### config.mk
export PLATFORM = sky130hd
export DESIGN_NAME = sw_debounce_mmio
export DESIGN_NICKNAME = d
export VERILOG_FILES = /design/src/rtl/sw_debounce_mmio.sv
export SDC_FILE = /design/constraint.sdc
export NUM_CORES = 1
export LEC_CHECK = 0
export BUFFER_PORTS_ARGS = -buffer_cell sky130_fd_sc_hd__clkbuf_2
export CAP_MARGIN = 10
export CORE_MARGIN = 2
export CORE_UTILIZATION = 45
export CTS_CLUSTER_SIZE = 28
export DETAILED_ROUTE_END_ITERATION = 10
export GPL_TIMING_DRIVEN = 0
export HOLD_SLACK_MARGIN = 0.06
export PLACE_DENSITY_LB_ADDON = 0.08
export SLEW_MARGIN = 25
export SYNTH_ARGS = -nofsm -noshare
export SYNTH_HDL_FRONTEND = slang
export SYNTH_SLANG_ARGS = --single-unit
### constraint.sdc
create_clock -name clk -period 2.1 [get_ports clk]
set_input_delay 0.105 -clock clk [delete_from_list [all_inputs] [get_ports clk]]
set_output_delay 0.105 -clock clk [all_outputs]
set_load 0.005 [all_outputs]
### src/rtl/sw_debounce_mmio.sv
`default_nettype none
// ============================================================================
// Module   : sw_debounce_mmio
// Purpose  : Switch-input peripheral for the MiniLab CPU data bus. Raw board
//            switches pass through a two-flop synchronizer, then a per-bit
//            debouncer. The clean value and a sticky change flag are exposed
//            as two memory-mapped registers.
// Ports    : clk        - system clock, rising edge
//            RST        - synchronous active-high reset
//            SW         - raw asynchronous switch levels [NUM_SW]
//            addr       - CPU data address [16]
//            re / we    - CPU read / write strobes
//            wdata      - CPU write data [16]; only bit 0 is used (status clear)
//            rdata      - registered read data, 0 when not selected [16]
//            sw_stable  - debounced switch value [NUM_SW]
//            chg        - sticky flag, set on any sw_stable change
// Map      : BASE_ADDR   : switch data (read only, writes ignored)
//            BASE_ADDR+1 : status {15'h0, chg}; write wdata[0]=1 clears chg
// Config   : DEBOUNCE_BYPASS_EN - when defined, counters are removed and
//            sw_stable follows the synchronizer output every cycle.
// Revision : 1.0 - initial release
// ============================================================================
module sw_debounce_mmio #(
  parameter int          NUM_SW    = 10,
  parameter int          DB_CYCLES = 16,
  parameter int          CNT_W     = $clog2(DB_CYCLES),
  parameter logic [15:0] BASE_ADDR = 16'hC001
) (
  input  logic              clk,
  input  logic              RST,
  input  logic [NUM_SW-1:0] SW,
  input  logic [15:0]       addr,
  input  logic              re,
  input  logic              we,
  input  logic [15:0]       wdata,
  output logic [15:0]       rdata,
  output logic [NUM_SW-1:0] sw_stable,
  output logic              chg
);

  localparam logic [15:0] STAT_ADDR = BASE_ADDR + 16'd1;

  logic [NUM_SW-1:0] s1_q, s1_d;
  logic [NUM_SW-1:0] s2_q, s2_d;
  logic [NUM_SW-1:0] sw_stable_q, sw_stable_d;
  logic              chg_q, chg_d;
  logic [15:0]       rdata_q, rdata_d;
  logic [15:0]       sw_ext;
  logic              stat_clr;

  // Upper write-data bits have no function in this block.
  logic unused_wdata;
  assign unused_wdata = ^wdata[15:1];

`ifndef DEBOUNCE_BYPASS_EN
  localparam logic [CNT_W-1:0] CNT_LAST = CNT_W'(DB_CYCLES - 1);
  logic [CNT_W-1:0] cnt_q [NUM_SW];
  logic [CNT_W-1:0] cnt_d [NUM_SW];
`else
  localparam int unused_cnt_w = CNT_W;
`endif

  always_comb begin
    // Synchronizer: pure flop-to-flop, no logic in between.
    s1_d        = SW;
    s2_d        = s1_q;
    sw_stable_d = sw_stable_q;
`ifndef DEBOUNCE_BYPASS_EN
    cnt_d       = cnt_q;
    for (int i = 0; i < NUM_SW; i++) begin
      if (s2_q[i] == sw_stable_q[i]) begin
        // Any matching cycle restarts the window.
        cnt_d[i] = '0;
      end else if (cnt_q[i] == CNT_LAST) begin
        sw_stable_d[i] = s2_q[i];
        cnt_d[i]       = '0;
      end else begin
        cnt_d[i] = cnt_q[i] + 1'b1;
      end
    end
`else
    sw_stable_d = s2_q;
`endif

    // Change flag: a new change on the same edge beats a software clear.
    stat_clr = we && (addr == STAT_ADDR) && wdata[0];
    chg_d    = chg_q;
    if (sw_stable_d != sw_stable_q) begin
      chg_d = 1'b1;
    end else if (stat_clr) begin
      chg_d = 1'b0;
    end

    // Read mux returns zero when unselected so it can be OR-ed onto the bus.
    // The status read uses chg_q, i.e. the value before any same-cycle clear.
    sw_ext               = '0;
    sw_ext[NUM_SW-1:0]   = sw_stable_q;
    rdata_d              = 16'h0000;
    if (re && (addr == BASE_ADDR)) begin
      rdata_d = sw_ext;
    end else if (re && (addr == STAT_ADDR)) begin
      rdata_d = {15'h0000, chg_q};
    end
  end

  always_ff @(posedge clk) begin
    if (RST) begin
      s1_q        <= '0;
      s2_q        <= '0;
      sw_stable_q <= '0;
      chg_q       <= 1'b0;
      rdata_q     <= 16'h0000;
`ifndef DEBOUNCE_BYPASS_EN
      for (int i = 0; i < NUM_SW; i++) begin
        cnt_q[i] <= '0;
      end
`endif
    end else begin
      s1_q        <= s1_d;
      s2_q        <= s2_d;
      sw_stable_q <= sw_stable_d;
      chg_q       <= chg_d;
      rdata_q     <= rdata_d;
`ifndef DEBOUNCE_BYPASS_EN
      for (int i = 0; i < NUM_SW; i++) begin
        cnt_q[i] <= cnt_d[i];
      end
`endif
    end
  end

  assign sw_stable = sw_stable_q;
  assign chg       = chg_q;
  assign rdata     = rdata_q;

endmodule
`default_nettype wire

After elaboration in Yosys (flattened, before gate mapping)
Cells that the tools add are included.
W data, S select, Z words.
Word-level totals
  register bits: 87
  bits in latches: 0
  memory bits (writable): 0
  bits in read-only memories: 0
  bits of input ports: 46
  output and inout bits: 27
  memories: 0
Operators by class
  add/sub/neg operators: 10
  multiply operators: 0
  div/mod/pow operators: 0
  order comparisons: 0
  equal/unequal tests: 23
  shifts and indexed selects: 0
  multiplexer cells: 24
  bitwise operators: 0
  reductions and logical operators: 16
Operators by type and width (count)
  $add A4 B1 Y4 const B: 10
  $eq A4 B4 Y1 const B: 10
  $eq A16 B16 Y1 const B: 2
  $reduce_or A3 Y1: 10
  $mux W1: 23
  $eq A1 B1 Y1: 10
  $mux W10: 1
  $ne A10 B10 Y1: 1
  $logic_and A1 B1 Y1: 4
  $reduce_bool A2 Y1: 1
  $reduce_or A2 Y1: 1

Depth between registers and ports, before layout
  depth in word-level cells: 5
  gate-level depth with buffers: 5
  gate-level depth less buffers: 5

Least setup slack after synthesis
No wires, ideal clock.
  path kind: reg-to-reg
  start: register cnt_q[4] (netlist name)
  end: register chg_q (netlist: chg)
  setup time: 133 ps
  arrival: 992 ps
  setup slack: 975 ps
  cell stages (with the launch flop): 6
  buffers on the path: 0
  cell sequence: dfxtp_1 -> ha_1 -> nand3_1 -> o22ai_1 -> nor3_1 -> a31oi_1
Between the ends
  longest elaborated chain between the ends: 5
  elaborated cells on any way between the ends: 6
Ends and longest elaborated chain
  start, declared: RTL line 57  | logic [CNT_W-1:0] cnt_q [NUM_SW];
  start signal, assigned by index: RTL line 126  | cnt_q[i] <= cnt_d[i];
  $eq A4 B4 Y1 *: RTL line 74  | end else if (cnt_q[i] == CNT_LAST) begin
  $mux W1 *: RTL line 74
  $mux W1 *: RTL line 71  | if (s2_q[i] == sw_stable_q[i]) begin
  $ne A10 B10 Y1 *: RTL line 88  | if (sw_stable_d != sw_stable_q) begin
  $mux W1 or $reduce_bool A2 Y1 (tied branches)
  end signal, assigned: RTL line 122  | chg_q <= chg_d;
  end, declared: RTL line 46  | logic chg_q, chg_d;
Every way passes the cells marked *; elsewhere a longest branch is shown, timed or not.
A chain may end at the register's enable or synchronous reset.

Worst setup path after layout
  start: register cnt_q[24] (netlist name)
  end: register chg_q (netlist: chg)
Same word-level chain as after synthesis.

==> reports/summary.txt <==
Worst VDD drop: 0.000455 V
Die height: 84.5 microns
Hold_buf cts: 10
Top delay family on crit path: simple AND/OR/NAND/NOR gates
# port buffers: 50
Setup violations, final: 0
CP startpoint: cnt_q[24]
Cell with the most instances after synthesis: dfxtp_1
CTS H-Tree Depth: 3
DP HPWL: 3.68 mm
Initial DRC count: 90
CTS tree: yes
Synth top cells by count: dfxtp_1 (81), nor2_1 (42), nor2b_1 (21)
Main area contributors after synthesis: dfxtp_1 (56%), xnor2_1 (6.0%), nor2_1 (5.4%)
Row cnt: 29
Sw Share: 20.4%
Critical Setup Path Class: flip-flop to flip-flop
CP max stage delay: 0.34 ns
WP data arrival: 1.57 ns
R2R Path Start: cnt_q[24]
Async SR Flop Fraction: 0%
Worst path cell trace: ha_1 -> nand3_1 -> o22ai_1 -> nor3_1 -> a31oi_1
Synthesized area per cell: 10.3 sq um
CTS Buf Count: 9
Critical Path Source Type: flip-flop
CP endpoint: chg
Post-synthesis instance total: 283
Largest net degree at the start of global routing: 13
Sequential share of power: 54.0%
Max clock buf depth: 2
Dominant synthesized flop cell: dfxtp_1
Syn. warnings: 0
Worst Max-Slew Pin Slew: 0.573 ns
Combinational fraction of design power: 4.1%
Vias per cell: 4.74
Post-synth EDFFs: 0
Tmin final: 1.36 ns
Tcrit/Tclk final: 64.8%
Net switching power: 592 uW
Mapped cell area: 2920 sq um
Nets@finish: 415
Hold Path Class: input port to flip-flop
Clock Skews: 0.00795 ns
Worst setup EP type: flip-flop
Clock root buffer: clkbuf_8
Detailed-route wire length per cell: 12.3 microns
1st-pass router iterations: 4
Worst r2r dst: chg
RD Place Congestion: 0.741
Core area: 6310 sq um
Grt ovf: 0
RSZ-0062 raised after global routing: false
Vias in the first global route: 1917
Worst Reg-to-Reg Cells: 5
Synth area leader: dfxtp_1
Netlist cell types: 25
Synth Register Bits: 81
Worst skew pair latency: 0.35 ns
Final Hold Fails: 0
Worst-path maximum fanout: 4
Top-level port count: 73
Slowest CP cell: dfxtp_1
Initial antenna violation count: 0
Ant. Diodes: 0
Resize count post-CTS: 0
Total Die Area: 7140 sq um
Clock Sinks: 81
WP depth: 5
Antenna Nets Post-Route: 0
CP Buf/Inv Count: 0
Outcome: complete, no violations
Initial Utilization: 46.2%
Drt drc: 0
Overall Global Routing Usage: 16.4%
Layout cells sized above 1: 20.4%
Max Clk Rate: 0.735 GHz
WL final: 5.42 mm
Vias: 2086
Leakage power: 1.60 nW
Relative slew slack: 61.8%
Clock power frac: 41.9%
Final core utilization: 56.9%
Area grow syn2layout: 23.2%
Req. time, crit path: 2.31 ns
Post-synth top area share: 55.6%
Setup TNS: 0 ns
Power Internal: 2.32 mW
Die width: 84.5 microns
Clk pin slew, worst setup/hold paths: 0.08 ns
Sequential fraction of the synthesis area: 55.6%
Max-cap violations: 0
Postcts setup bufs: 0
First-pass GRT wire length: 8.91 mm
Pwr/cell area: 810 nW/um^2
R2R Setup Slk: 0.74 ns
Slew Viols, Final: 0
==> cell type report <==
cell class | count | area (sq um)
plain buffers | 12 | 68.8
clock buffers | 12 | 145
clock inverters | 3 | 65.1
fillers | 582 | 2720
inverters | 1 | 3.75
multi-input cells | 194 | 1240
flip-flops and latches | 81 | 1620
well taps | 77 | 96.3
repair buffers | 60 | 350
==> power groups by stage <==
stage / Combinational [mW] / Sequential [mW] / Clock (mW)
6_report: 0.119 / 1.57 / 1.22
5_1_grt: 0.133 / 1.57 / 1.32
4_1_cts: 0.119 / 1.57 / 1.25
3_5_place_dp: 0.104 / 1.61 / 0
3_3_place_gp: 0.103 / 1.60 / 0
2_1_floorplan: 0.0592 / 1.60 / 0
==> cells in the final DEF (no fill, tap or decap), drive strengths merged, types with 2 or more instances in the layout <==
master       count
nor2b           21
nor2            42
clkbuf          67
mux2i           10
nand3           20
nor3            12
dfxtp           81
xnor2           20
and2             9
bufinv           2
nand2           11
ha              10
conb             6
dlygate4sd3     10
and3            10
xor2            10
buf              7
nor4b            2
o22ai            5
==> worst register-to-register path, stage by stage, from the launching register on <==
cell     delay, ns
dfxtp_1       0.34
ha_1          0.24
nand3_1       0.16
o22ai_1       0.14
nor3_1        0.25
a31oi_1       0.10
==> cell families after synthesis <==
kind of cell / count (synthesis) / share of synthesized area (%)
mux: 10 / 3.43
fa+ha+maj: 10 / 4.29
xor+xnor: 30 / 9.01
other cells: 1 / 0.129
simple gates: 130 / 23.1
flops: 81 / 55.6
buf+inv: 13 / 2.49
compound gates: 8 / 1.93
==> registers in the layout, summed over array words and instances (netlist names) <==
register   flops
chg            1
rdata         10
sw_stable     10
s1_q          10
cnt_q         40
s2_q          10
==> per-stage QoR <==
step | area, sq um | instances | power [mW] | hold WS (ns) | setup slack (ns)
finish | 3590 | 440 | 2.91 | 0.128 | 0.740
global route | 3590 | 440 | 3.02 | 0.171 | 0.634
CTS | 3590 | 440 | 2.94 | 0.117 | 0.750
detailed placement | 3280 | 415 | 1.71 | 0.322 | 0.590
global placement | 3280 | 415 | 1.71 | 0.316 | 0.587
floorplan | 2940 | 288 | 1.66 | 0.233 | 0.975
==> worst min-delay path by stage <==
stage / from / cells after the start / end
CTS: addr[0] / 3 / chg
global placement: SW[1] / 2 / s1_q[1]
finish: addr[0] / 3 / chg
detailed placement: SW[3] / 2 / s1_q[3]
floorplan: SW[0] / 1 / s1_q[0]
global route: we / 4 / chg
==> layer usage <==
layer	vias to the layer above	part of all wire (%)	GRT usage, %
met5	-	0	0
met4	0	2.4	9.09
met3	11	5.2	3.64
met1	936	49	21.8
li1	1084	-	-
met2	55	44	24.7
No activity file was read; power rests on OpenSTA's default activity.
